### config.mk
export PLATFORM = sky130hd
export DESIGN_NAME = adder_result_writer
export DESIGN_NICKNAME = d
export VERILOG_FILES = /design/src/rtl/adder_tb_pkg.sv /design/src/rtl/adder_lane_mux.sv /design/src/rtl/adder_result_writer.sv
export SDC_FILE = /design/constraint.sdc
export NUM_CORES = 1
export LEC_CHECK = 0
export CORE_MARGIN = 10
export CORE_UTILIZATION = 55
export CTS_BUF_LIST = sky130_fd_sc_hd__clkbuf_16
export CTS_CLUSTER_DIAMETER = 60
export DETAILED_ROUTE_END_ITERATION = 6
export DONT_BUFFER_PORTS = 1
export PLACE_DENSITY = 0.7
export SYNTH_ARGS = -nofsm -noshare
export SYNTH_HDL_FRONTEND = slang
export SYNTH_SLANG_ARGS = --single-unit
export TNS_END_PERCENT = 10
### constraint.sdc
create_clock -name clk -period 2.38 [get_ports clk]
set_clock_uncertainty 0.2 [all_clocks]
set_input_delay 0.238 -clock clk [delete_from_list [all_inputs] [get_ports clk]]
set_output_delay 0.238 -clock clk [all_outputs]
set_load 0.005 [all_outputs]
### src/rtl/adder_tb_pkg.sv
// Shared definitions for the adder test top: default lane geometry,
// the result-writer state encoding and a lane extraction helper.
package adder_tb_pkg;

    localparam int BW_DEFAULT = 8;
    localparam int N_DEFAULT  = 4;

    // Widest packed beat and widest single lane the helper can handle.
    localparam int LS_VEC_W  = 512;
    localparam int LS_LANE_W = 64;

    typedef enum logic [1:0] {
        ST_IDLE  = 2'd0,
        ST_WRITE = 2'd1,
        ST_FULL  = 2'd2
    } wr_state_e;

    // Return lane k (bw bits wide) of a packed beat, zero-extended to LS_LANE_W.
    function automatic logic [LS_LANE_W-1:0] lane_slice(
        input logic [LS_VEC_W-1:0] vec,
        input int unsigned         k,
        input int unsigned         bw
    );
        logic [LS_VEC_W-1:0]  shifted;
        logic [LS_LANE_W-1:0] mask;
        shifted = vec >> (k * bw);
        if (bw >= LS_LANE_W) begin
            mask = '1;
        end else begin
            mask = (LS_LANE_W'(1) << bw) - LS_LANE_W'(1);
        end
        return shifted[LS_LANE_W-1:0] & mask;
    endfunction

endpackage

### src/rtl/adder_lane_mux.sv
// Holds one accepted beat and presents a single selected lane of it.
module adder_lane_mux
    import adder_tb_pkg::*;
#(
    parameter int BW = BW_DEFAULT,
    parameter int N  = N_DEFAULT,
    parameter int LW = 2
) (
    input  logic            clk,
    input  logic            rst_n,
    input  logic            load,
    input  logic [N*BW-1:0] load_data,
    input  logic [LW-1:0]   sel,
    output logic [BW-1:0]   lane
);

    // Select space is padded to a power of two so any sel value is defined.
    localparam int NL = 1 << LW;

    logic [N*BW-1:0] shadow_q;
    logic [BW-1:0]   lanes [NL];

    // Capture the beat on accept; it stays stable while its lanes drain.
    always_ff @(posedge clk or negedge rst_n) begin
        if (!rst_n) begin
            shadow_q <= '0;
        end else if (load) begin
            shadow_q <= load_data;
        end
    end

    generate
        for (genvar gi = 0; gi < NL; gi++) begin : g_lane
            if (gi < N) begin : g_real
                assign lanes[gi] = shadow_q[gi*BW +: BW];
            end else begin : g_pad
                assign lanes[gi] = '0;
            end
        end
    endgenerate

    assign lane = lanes[sel];

endmodule

### src/rtl/adder_result_writer.sv
// Serialises beats of N adder results into a single-port result RAM,
// lane 0 first, and flags done once DEPTH results have been written.
module adder_result_writer
    import adder_tb_pkg::*;
#(
    parameter  int BW    = BW_DEFAULT,
    parameter  int N     = N_DEFAULT,
    parameter  int DEPTH = 64,
    localparam int AW    = $clog2(DEPTH)
) (
    input  logic            clk,
    input  logic            rst_n,
    input  logic            clear,
    input  logic            in_valid,
    output logic            in_ready,
    input  logic [N*BW-1:0] in_data,
    output logic            wr_en,
    output logic [AW-1:0]   wr_addr,
    output logic [BW-1:0]   wr_data,
    output logic [AW:0]     count,
    output logic            done
);

    localparam int         LW       = (N > 1) ? $clog2(N) : 1;
    localparam logic [AW:0]   PTR_ONE  = (AW+1)'(1);
    localparam logic [AW:0]   PTR_FULL = (AW+1)'(DEPTH);
    localparam logic [LW-1:0] LANE_ONE  = LW'(1);
    localparam logic [LW-1:0] LANE_LAST = LW'(N - 1);

    wr_state_e     state_q, state_d;
    logic [AW:0]   ptr_q, ptr_d;      // results issued so far, 0..DEPTH
    logic [LW-1:0] lane_q, lane_d;    // lane currently on the write port
    logic          wr_en_q, wr_en_d;
    logic [AW-1:0] wr_addr_q, wr_addr_d;
    logic [BW-1:0] wr_data_q, wr_data_d;

    logic          accept;
    logic          last_lane;
    logic [LW-1:0] mux_sel;
    logic [BW-1:0] mux_lane;

    assign last_lane = (lane_q == LANE_LAST);
    // The register stage looks one lane ahead of what is on the port.
    assign mux_sel   = lane_q + LANE_ONE;

    adder_lane_mux #(
        .BW (BW),
        .N  (N),
        .LW (LW)
    ) u_lane_mux (
        .clk       (clk),
        .rst_n     (rst_n),
        .load      (accept),
        .load_data (in_data),
        .sel       (mux_sel),
        .lane      (mux_lane)
    );

    // State register.
    always_ff @(posedge clk or negedge rst_n) begin
        if (!rst_n) begin
            state_q <= ST_IDLE;
        end else begin
            state_q <= state_d;
        end
    end

    // Next-state logic; clear overrides every transition.
    always_comb begin
        state_d = state_q;
        if (clear) begin
            state_d = ST_IDLE;
        end else begin
            case (state_q)
                ST_IDLE: begin
                    if (accept) begin
                        state_d = ST_WRITE;
                    end
                end
                ST_WRITE: begin
                    if (last_lane) begin
                        state_d = (ptr_q == PTR_FULL) ? ST_FULL : ST_IDLE;
                    end
                end
                ST_FULL: begin
                    state_d = ST_FULL;
                end
                default: begin
                    state_d = ST_IDLE;
                end
            endcase
        end
    end

    // State-decoded outputs; a beat is never taken in the cycle clear is high.
    always_comb begin
        in_ready = (state_q == ST_IDLE) && !clear;
        done     = (state_q == ST_FULL);
        accept   = in_valid && in_ready;
    end

    // Write-port next values: lane 0 comes straight from the accepted beat,
    // later lanes come from the shadow copy.
    always_comb begin
        ptr_d     = ptr_q;
        lane_d    = lane_q;
        wr_en_d   = 1'b0;
        wr_addr_d = wr_addr_q;
        wr_data_d = wr_data_q;
        if (clear) begin
            ptr_d     = '0;
            lane_d    = '0;
            wr_addr_d = '0;
            wr_data_d = '0;
        end else if (state_q == ST_IDLE && accept) begin
            wr_en_d   = 1'b1;
            wr_addr_d = ptr_q[AW-1:0];
            wr_data_d = BW'(lane_slice(LS_VEC_W'(in_data), 0, BW));
            ptr_d     = ptr_q + PTR_ONE;
            lane_d    = '0;
        end else if (state_q == ST_WRITE && !last_lane) begin
            wr_en_d   = 1'b1;
            wr_addr_d = ptr_q[AW-1:0];
            wr_data_d = mux_lane;
            ptr_d     = ptr_q + PTR_ONE;
            lane_d    = lane_q + LANE_ONE;
        end
    end

    // Write-port and pointer registers; reset drops any in-flight write at once.
    always_ff @(posedge clk or negedge rst_n) begin
        if (!rst_n) begin
            ptr_q     <= '0;
            lane_q    <= '0;
            wr_en_q   <= 1'b0;
            wr_addr_q <= '0;
            wr_data_q <= '0;
        end else begin
            ptr_q     <= ptr_d;
            lane_q    <= lane_d;
            wr_en_q   <= wr_en_d;
            wr_addr_q <= wr_addr_d;
            wr_data_q <= wr_data_d;
        end
    end

    assign wr_en   = wr_en_q;
    assign wr_addr = wr_addr_q;
    assign wr_data = wr_data_q;
    assign count   = ptr_q;

endmodule

* Word level (Yosys, flattened, before mapping)
Index checks and enable logic that the tools add are counted.
Word-level totals: register bits after elaboration 58, output and inout port bits 24, logic and storage cells 52
Cells by class: add/subtract/negate cells 2, magnitude comparators 1, eq/ne operators 6, mux-type cells 25, bitwise logic cells 2, reductions and logical operators 9
Operators by type and width (number):
- two-way mux 8 bit | 7
- two-way mux 7 bit | 3
- two-way mux 6 bit | 3
- binary-select mux 8 bit (select 2 bit) | 1
- two-way mux 2 bit | 7
- bitwise AND 8 bit | 1
- adder 7 x 1 -> 7 bit, second input constant | 1
- == test 7 bit, second input constant | 1
- != test 3 bit, second input constant | 2
- case mux 2 bit (3 select lines) | 1
- == test 2 bit, second input constant | 2
- logical AND 1 bit | 4
- greater-or-equal comparator 3 bit, second input constant | 1
- two-way mux 1 bit | 3
- NOT 2 -> 3 bit | 1
- nonzero test 3 bit | 1
- adder 2 x 1 -> 2 bit, second input constant | 1
- == test 2 x 1 -> 1 bit, second input constant | 1
- zero test 1 bit | 2
- zero test 2 bit | 1
- AND reduction 2 bit | 1

* Longest topological paths before layout
Gate-level depths: netlist of run 1.
depth in word-level cells 9, depth in mapped cells 7, mapped depth without buffers 5

* Hierarchy
Synthesis of run 1 repeated with hierarchy kept, for this count alone.
Unflattened totals: cells, all modules 186, area, all modules 2700.1 um2
By module, submodules not included:
- adder_lane_mux | times used 1, cells each 78, area each 1411.4 um2
- adder_result_writer | times used 1, cells each 108, area each 1288.7 um2

* Worst setup path after synthesis of run 1
OpenSTA, ideal clock, no wires.
path type reg2reg, start point register lane_q[0], end point register wr_data_q[0], in the netlist wr_data[0], setup time 118 ps, arrival 1587 ps, data required time 2062 ps, slack 475 ps, cell stages (with the launch flop) 6, buffers on the path 1, period minus slack after synthesis 1905 ps, path through dfrtp_1 > ha_1 > buf_1 > mux4_2 > a22o_1 > a21o_1
Between the ends: longest elaborated chain between the ends 8, elaborated cells on any way between the ends 12, those cells by class add/sub: 1; eq/ne: 1; mux: 6; bitwise: 1; reduce/logical: 3
RTL lines:
- start, declared | RTL line adder_result_writer.sv:32 | logic [LW-1:0] lane_q, lane_d;
- start signal, assigned | RTL line adder_result_writer.sv:140 | lane_q <= lane_d;
- adder 2 x 1 -> 2 bit | RTL line adder_result_writer.sv:44 | assign mux_sel = lane_q + LANE_ONE;
- NOT 2 -> 3 bit (implied by the code) | RTL line adder_lane_mux.sv:42 | assign lane = lanes[sel];
- binary-select mux 8 bit (select 2 bit) | RTL line adder_lane_mux.sv:42
- two-way mux 8 bit (implied by the code) (2 in series) | RTL line adder_lane_mux.sv:42
- two-way mux 8 bit | RTL line adder_result_writer.sv:121 | end else if (state_q == ST_WRITE && !last_lane) begin
- two-way mux 8 bit | RTL line adder_result_writer.sv:115 | end else if (state_q == ST_IDLE && accept) begin
- two-way mux 8 bit | RTL line adder_result_writer.sv:110 | if (clear) begin
- end signal, assigned | RTL line adder_result_writer.sv:143 | wr_data_q <= wr_data_d;
- end, declared | RTL line adder_result_writer.sv:35 | logic [BW-1:0] wr_data_q, wr_data_d;
Several ways; a longest one is shown, not always the timed one. The select of a mux whose other input is x is not followed. A chain may end at the register's enable or synchronous reset.

* Final worst setup path of run 1
start point register lane_q[1], end point register wr_data_q[4], in the netlist wr_data[4]
The elaborated chain is that of the path after synthesis.

==> results of run 1 <==
[report_power, final]
group / switching, mW / internal, mW / leakage [nW]
clock: 0.446 / 0.797 / 0.148
combinational: 0.130 / 0.224 / 0.540
sequential: 0.0908 / 1.12 / 0.728
total: 0.666 / 2.14 / 1.42
[metrics by stage]
stage / cell area, um^2 / power [mW]
detailed placement: 2660 / 1.50
CTS: 3320 / 2.82
finish: 3320 / 2.81
floorplan: 2630 / 1.44
global placement: 2660 / 1.48
global route: 3320 / 2.93
[routing by layer]
metal / vias up / GRT usage (%) / wire, um
met2: 60 / 26.9 / 3040
met1: 798 / 18.0 / 2220
li1: 726 / - / -
met5: - / 0 / 0
met4: 0 / 7.66 / 114
met3: 10 / 7.66 / 498
[state kept, by name (all words and copies together), names as in the netlist]
register / count
u_lane_mux.shadow_q: 32
count: 7
wr_addr: 6
lane_q: 2
wr_en: 1
wr_data: 8
state_q: 2
[how the worst max path moves through the flow]
stage	startpoint	to	slack [ps]	cells past startpoint
after floorplan	lane_q[0]	wr_data[0]	470	5
after global placement	lane_q[0]	wr_data[0]	460	4
after detailed placement	lane_q[1]	wr_data[4]	430	4
after CTS	lane_q[1]	wr_data[4]	420	4
after global routing	lane_q[0]	wr_data[4]	350	4
final	lane_q[1]	wr_data[4]	420	4
[kinds of logic after synthesis]
logic type	synth area share [%]
adders and majority gates	1.43
AOI/OAI and AO/OA	6.53
DFF	55.3
xor gates and xnor gates	1.33
muxes	22.0
and+or+nand+nor	10.6
buffers and inverters	2.81
[worst register-to-register path, stage by stage, from the launching register on]
cell and delay (ps):
dfrtp_1 380, ha_1 560, mux4_2 360, a22o_1 200
a21o_1 150
[synth_stat cells, types with 2 or more instances]
master	number	share of area, %
a21o_1	2	0.57
a221o_1	6	2.3
a22o_1	10	3.3
and2_1	6	1.4
buf_2	5	0.95
buf_4	2	0.57
buf_6	2	0.86
dfrtp_1	58	55
ha_1	3	1.4
inv_1	2	0.29
mux2_1	2	0.86
mux2_2	32	14
mux4_2	8	6.9
nor2_1	6	0.86
nor2b_1	2	0.48
nor3_1	4	0.76
nor4_1	2	0.48
nor4_4	2	1.6
nor4b_1	2	0.67
xnor2_1	4	1.3
[area by class of cell]
class,instances,share of cell area [%]
flip-flops and latches,58,43.8
inverters,2,0.226
well taps,54,2.04
clock buffers,9,6.79
repair buffers,37,11.9
multi-input cells,104,33.4
clock inverters,7,1.85
==> impl_metrics.toml, run 1 <==
[grt]
antenna_found_initial = 0
grt_pass1_vias = 1754
grt_max_degree = 59
grtUsageTotal_pct = 16.5
gr-total-overflow = 0
grt_pass1_wl_um = 9560

[setup_path]
crit_buf_inv = 0
cpLargestDelayFamily = "adder cells"
ff2ff_setup_slack_ps = 420
cp.arrival_ps = 1980
critPathKind = "register to register"
required_ps = 2390
cpMaxStageDelayCell = "ha_1"
cpPeakStageDelay_ps = 560
start_kind = "register"
r2r-start = "lane_q[1]"
worstPathMaxFanout = 9
cp-end-kind = "register"
path_cells = "ha_1 -> mux4_2 -> a22o_1 -> a21o_1"
r2r_end = "wr_data[4]"
reg2reg_depth = 4

[layout]
layout_commonest_cell = "dfrtp_1"
utilization_pct = 71.1
nNetsFinal = 251
stdcell_count = 271
n_fill_cell = 297
mostFrequentLayoutCells = "58 x dfrtp_1, 34 x dlygate4sd3_1, 32 x mux2_2"
drive_gt1_share_pct = 30.9
seq_area_um2 = 1450
antenna_cells = 0
multi_input_area_um2 = 1110
areaGrowthSynthToFinish_pct = 26.3

[yosys]
syn_nets = 213
synth-edff-count = 0
yosysSeqAreaShare_pct = 55.3
ys_types = 34
synth_cells = 174
netlist_area_um2 = 2630
yosys_warnings = 0
ys_ff_latch = 58
synth-main-ff-cell = "dfrtp_1"
async_flop_share_pct = 100
avgSynthCellArea_um2 = 15.1

[placed_design]
post-dp-hpwl_um = 3630
portBuffers = 0
place.gp.congestion = 0.802
preCtsSetupSlack_ps = 431
dp_cells = 220

[hold_path]
hp-start = "clear"
hp-class = "input pin to register"
whs_path_depth = 2
holdPathEnd = "wr_data[0]"

[timing]
slew_headroom_pct = 57.6
fin_ws_ps = 416
clock.fmax_mhz = 509
setup_tns_ps = 0
final-max-slew-violation-count = 0
period_minus_slack_ps = 1960
hold_viol_final = 0
tightest_slew_ps = 636
setup_violations = 0
hold_ws_ps = 14.2
rsz0062_at_grt = "false"
fin_crit_sh_pct = 82.5

[clock_tree]
cts_tree = "yes"
ctsHoldBuffers = 35
cts_root_buf = "clkbuf_16"
path_clk_slew_ps = 50
cts_resized = 0
numCtsBuffers = 9
clkSinkCount = 58
cts_buffer_depth = 2
htree_levels = 3
insertion_delay_ps = 330
post-cts-setup-buffers = 0

[power]
power.density_nw_per_um2 = 847
peakVddDrop_v = 0.000654
p_leak_nw = 1.42

[die]
die_area_um2 = 7940
fp.coreArea_um2 = 4660
num_rows = 25
start_util_pct = 56.3
die_h_um = 89.1
num_io_pins = 60
die_x_um = 89.1

[drt]
num_vias = 1594
drtIter0Drc = 51
via_per_inst = 5.88
wl_per_cell_um = 21.7
dr.pass1.iters = 4
remaining_drc_errors = 0
ant_nets = 0
routed_wl_um = 5870

[run]
drv_cap = 0

[outcome]
outcome = "completed"
Power figures use the tool's default switching activity.
==> inputs of run 2 (changes only) <==
clock period = 2 ns   (was 2.38 ns; I/O delays follow)
==> run 2 against run 1 <==
Compared with the run above: combinational power increased by 19%; routed wire length decreased by 2.2%; global-route usage decreased by 0.16 points; critical endpoint is now count[5]; hold slack improved by 23 ps; final cell count increased by 1.1%; largest cell class unchanged; critical path depth increased by 1; flip-flop and latch count unchanged; die area unchanged; count of clock-buffer cells in the layout unchanged; highest routed layer unchanged; fmax increased by 5.7%; utilization increased by 0.38 points; non-clock buffer count increased by 3.
==> impl_metrics.toml, run 2 (synthesis gave the netlist of run 1 again) <==
[outcome]
outcome = "completed"

[drt]
dr.pass1.iters = 4
remaining_drc_errors = 0
num_vias = 1624
wl_met2_um = 2930
wl_met1_um = 2230
highest_layer = "met4"
ant_nets = 0
wl_per_cell_um = 21.0
met3WireLength_um = 434
via_per_inst = 5.93
routed_wl_um = 5750
drtIter0Drc = 54

[placed_design]
post-dp-hpwl_um = 3640
dpl_cell_area_um2 = 2680
preCtsSetupSlack_ps = 39.6
place.gp.congestion = 0.835
portBuffers = 0

[layout]
top_register = "u_lane_mux.shadow_q"
fin_area_um2 = 3330
areaGrowthSynthToFinish_pct = 26.9
drive_gt1_share_pct = 30.9
largest_reg_flops = 32
nNetsFinal = 254
layout_commonest_cell = "dfrtp_1"
n_fill_cell = 296
mostFrequentLayoutCells = "58 x dfrtp_1, 34 x dlygate4sd3_1, 32 x mux2_2"
utilization_pct = 71.5
antenna_cells = 0

[setup_path]
critPathKind = "register to register"
start_kind = "register"
worstPathMaxFanout = 8
cp.arrival_ps = 1860
reg2reg_depth = 5
required_ps = 2010
cp-end-kind = "register"

[timing]
setup_violations = 0
hold_viol_final = 0
setup_tns_ps = 0
period_minus_slack_ps = 1860
clock.fmax_mhz = 538
rsz0062_at_grt = "false"
fin_crit_sh_pct = 92.9
final-max-slew-violation-count = 0
fin_ws_ps = 141
slew_headroom_pct = 66.3
tightest_slew_ps = 501

[die]
die_h_um = 89.1
die_area_um2 = 7940
num_rows = 25
fp.coreArea_um2 = 4660
num_io_pins = 60
start_util_pct = 56.3
die_x_um = 89.1

[grt]
gr-total-overflow = 0
grt_pass1_wl_um = 9690
antenna_found_initial = 0
grt_pass1_vias = 1817
grt_max_degree = 59
grtUsageTotal_pct = 16.4

[clock_tree]
cts_root_buf = "clkbuf_16"
insertion_delay_ps = 330
numCtsBuffers = 9
clkSinkCount = 58
cts_buffer_depth = 2
htree_levels = 3
cts_tree = "yes"
post-cts-setup-buffers = 0
path_clk_slew_ps = 50

[power]
power_mw = 3.30
p_leak_nw = 1.43
peakVddDrop_v = 0.000878
power.density_nw_per_um2 = 991

[hold_path]
whs_path_depth = 3
hp-class = "input pin to register"

[run]
drv_cap = 0
run 2: changes by cell type in the layout (fill, tap and decap cells not counted), sizes merged:
cell	previous run	this run
inv	3	5
buf	3	6
clkinv	5	3
run 2: final timing paths:
check                      slack (ps)              startpoint                      end
min in group asynchronous         210                   rst_n                 count[4]
hold / removal                     40                in_valid               state_q[1]
setup / recovery                  140               lane_q[0]                 count[5]
max in group asynchronous        1150                   rst_n  u_lane_mux.shadow_q[15]
setup reg to reg                  140               lane_q[0]                 count[5]
hold reg to reg                   290  u_lane_mux.shadow_q[7]   u_lane_mux.shadow_q[7]
run 2: critical path, stage by stage (launching register included):
cell and delay, ps:
dfrtp_1 370, ha_2 210, and2_4 210, nor4_4 320, nand3_2 120, mux2_4 300
run 2: cell type report:
| cell class | instances | area [um^2] | area share, % |
|---|---|---|---|
| timing repair buffer | 40 | 418 | 12.5 |
| inverter | 2 | 7.51 | 0.225 |
| sequential | 58 | 1450 | 43.5 |
| tap | 54 | 67.6 | 2.03 |
| clock buffer | 9 | 225 | 6.76 |
| clock inverter | 7 | 53.8 | 1.61 |
| multi-input combinational | 104 | 1110 | 33.3 |
run 2: metal layers:
layer	GRT usage, %	up-vias
li1	-	735
met1	17.6	825
met2	26.6	50
met3	6.75	14
met4	9.39	0
met5	0	-
run 2: timing repair:
action,in CTS,in global routing
hold buffers,35,0
endpoints found under the hold margin,113,0
resized for setup,0,1
endpoints found under the setup margin,0,6
run 2: per-stage QoR:
step           instances  hold slack, ps
2_1_floorplan        174            -296
3_3_place_gp         223            -293
3_5_place_dp         223            -294
4_1_cts              274            23.8
5_1_grt              274            39.1
6_report             274            37.1
run 2: power by group:
part / internal (mW) / switching, mW
clock network: 0.936 / 0.499
registers: 1.34 / 0.109
logic: 0.270 / 0.152
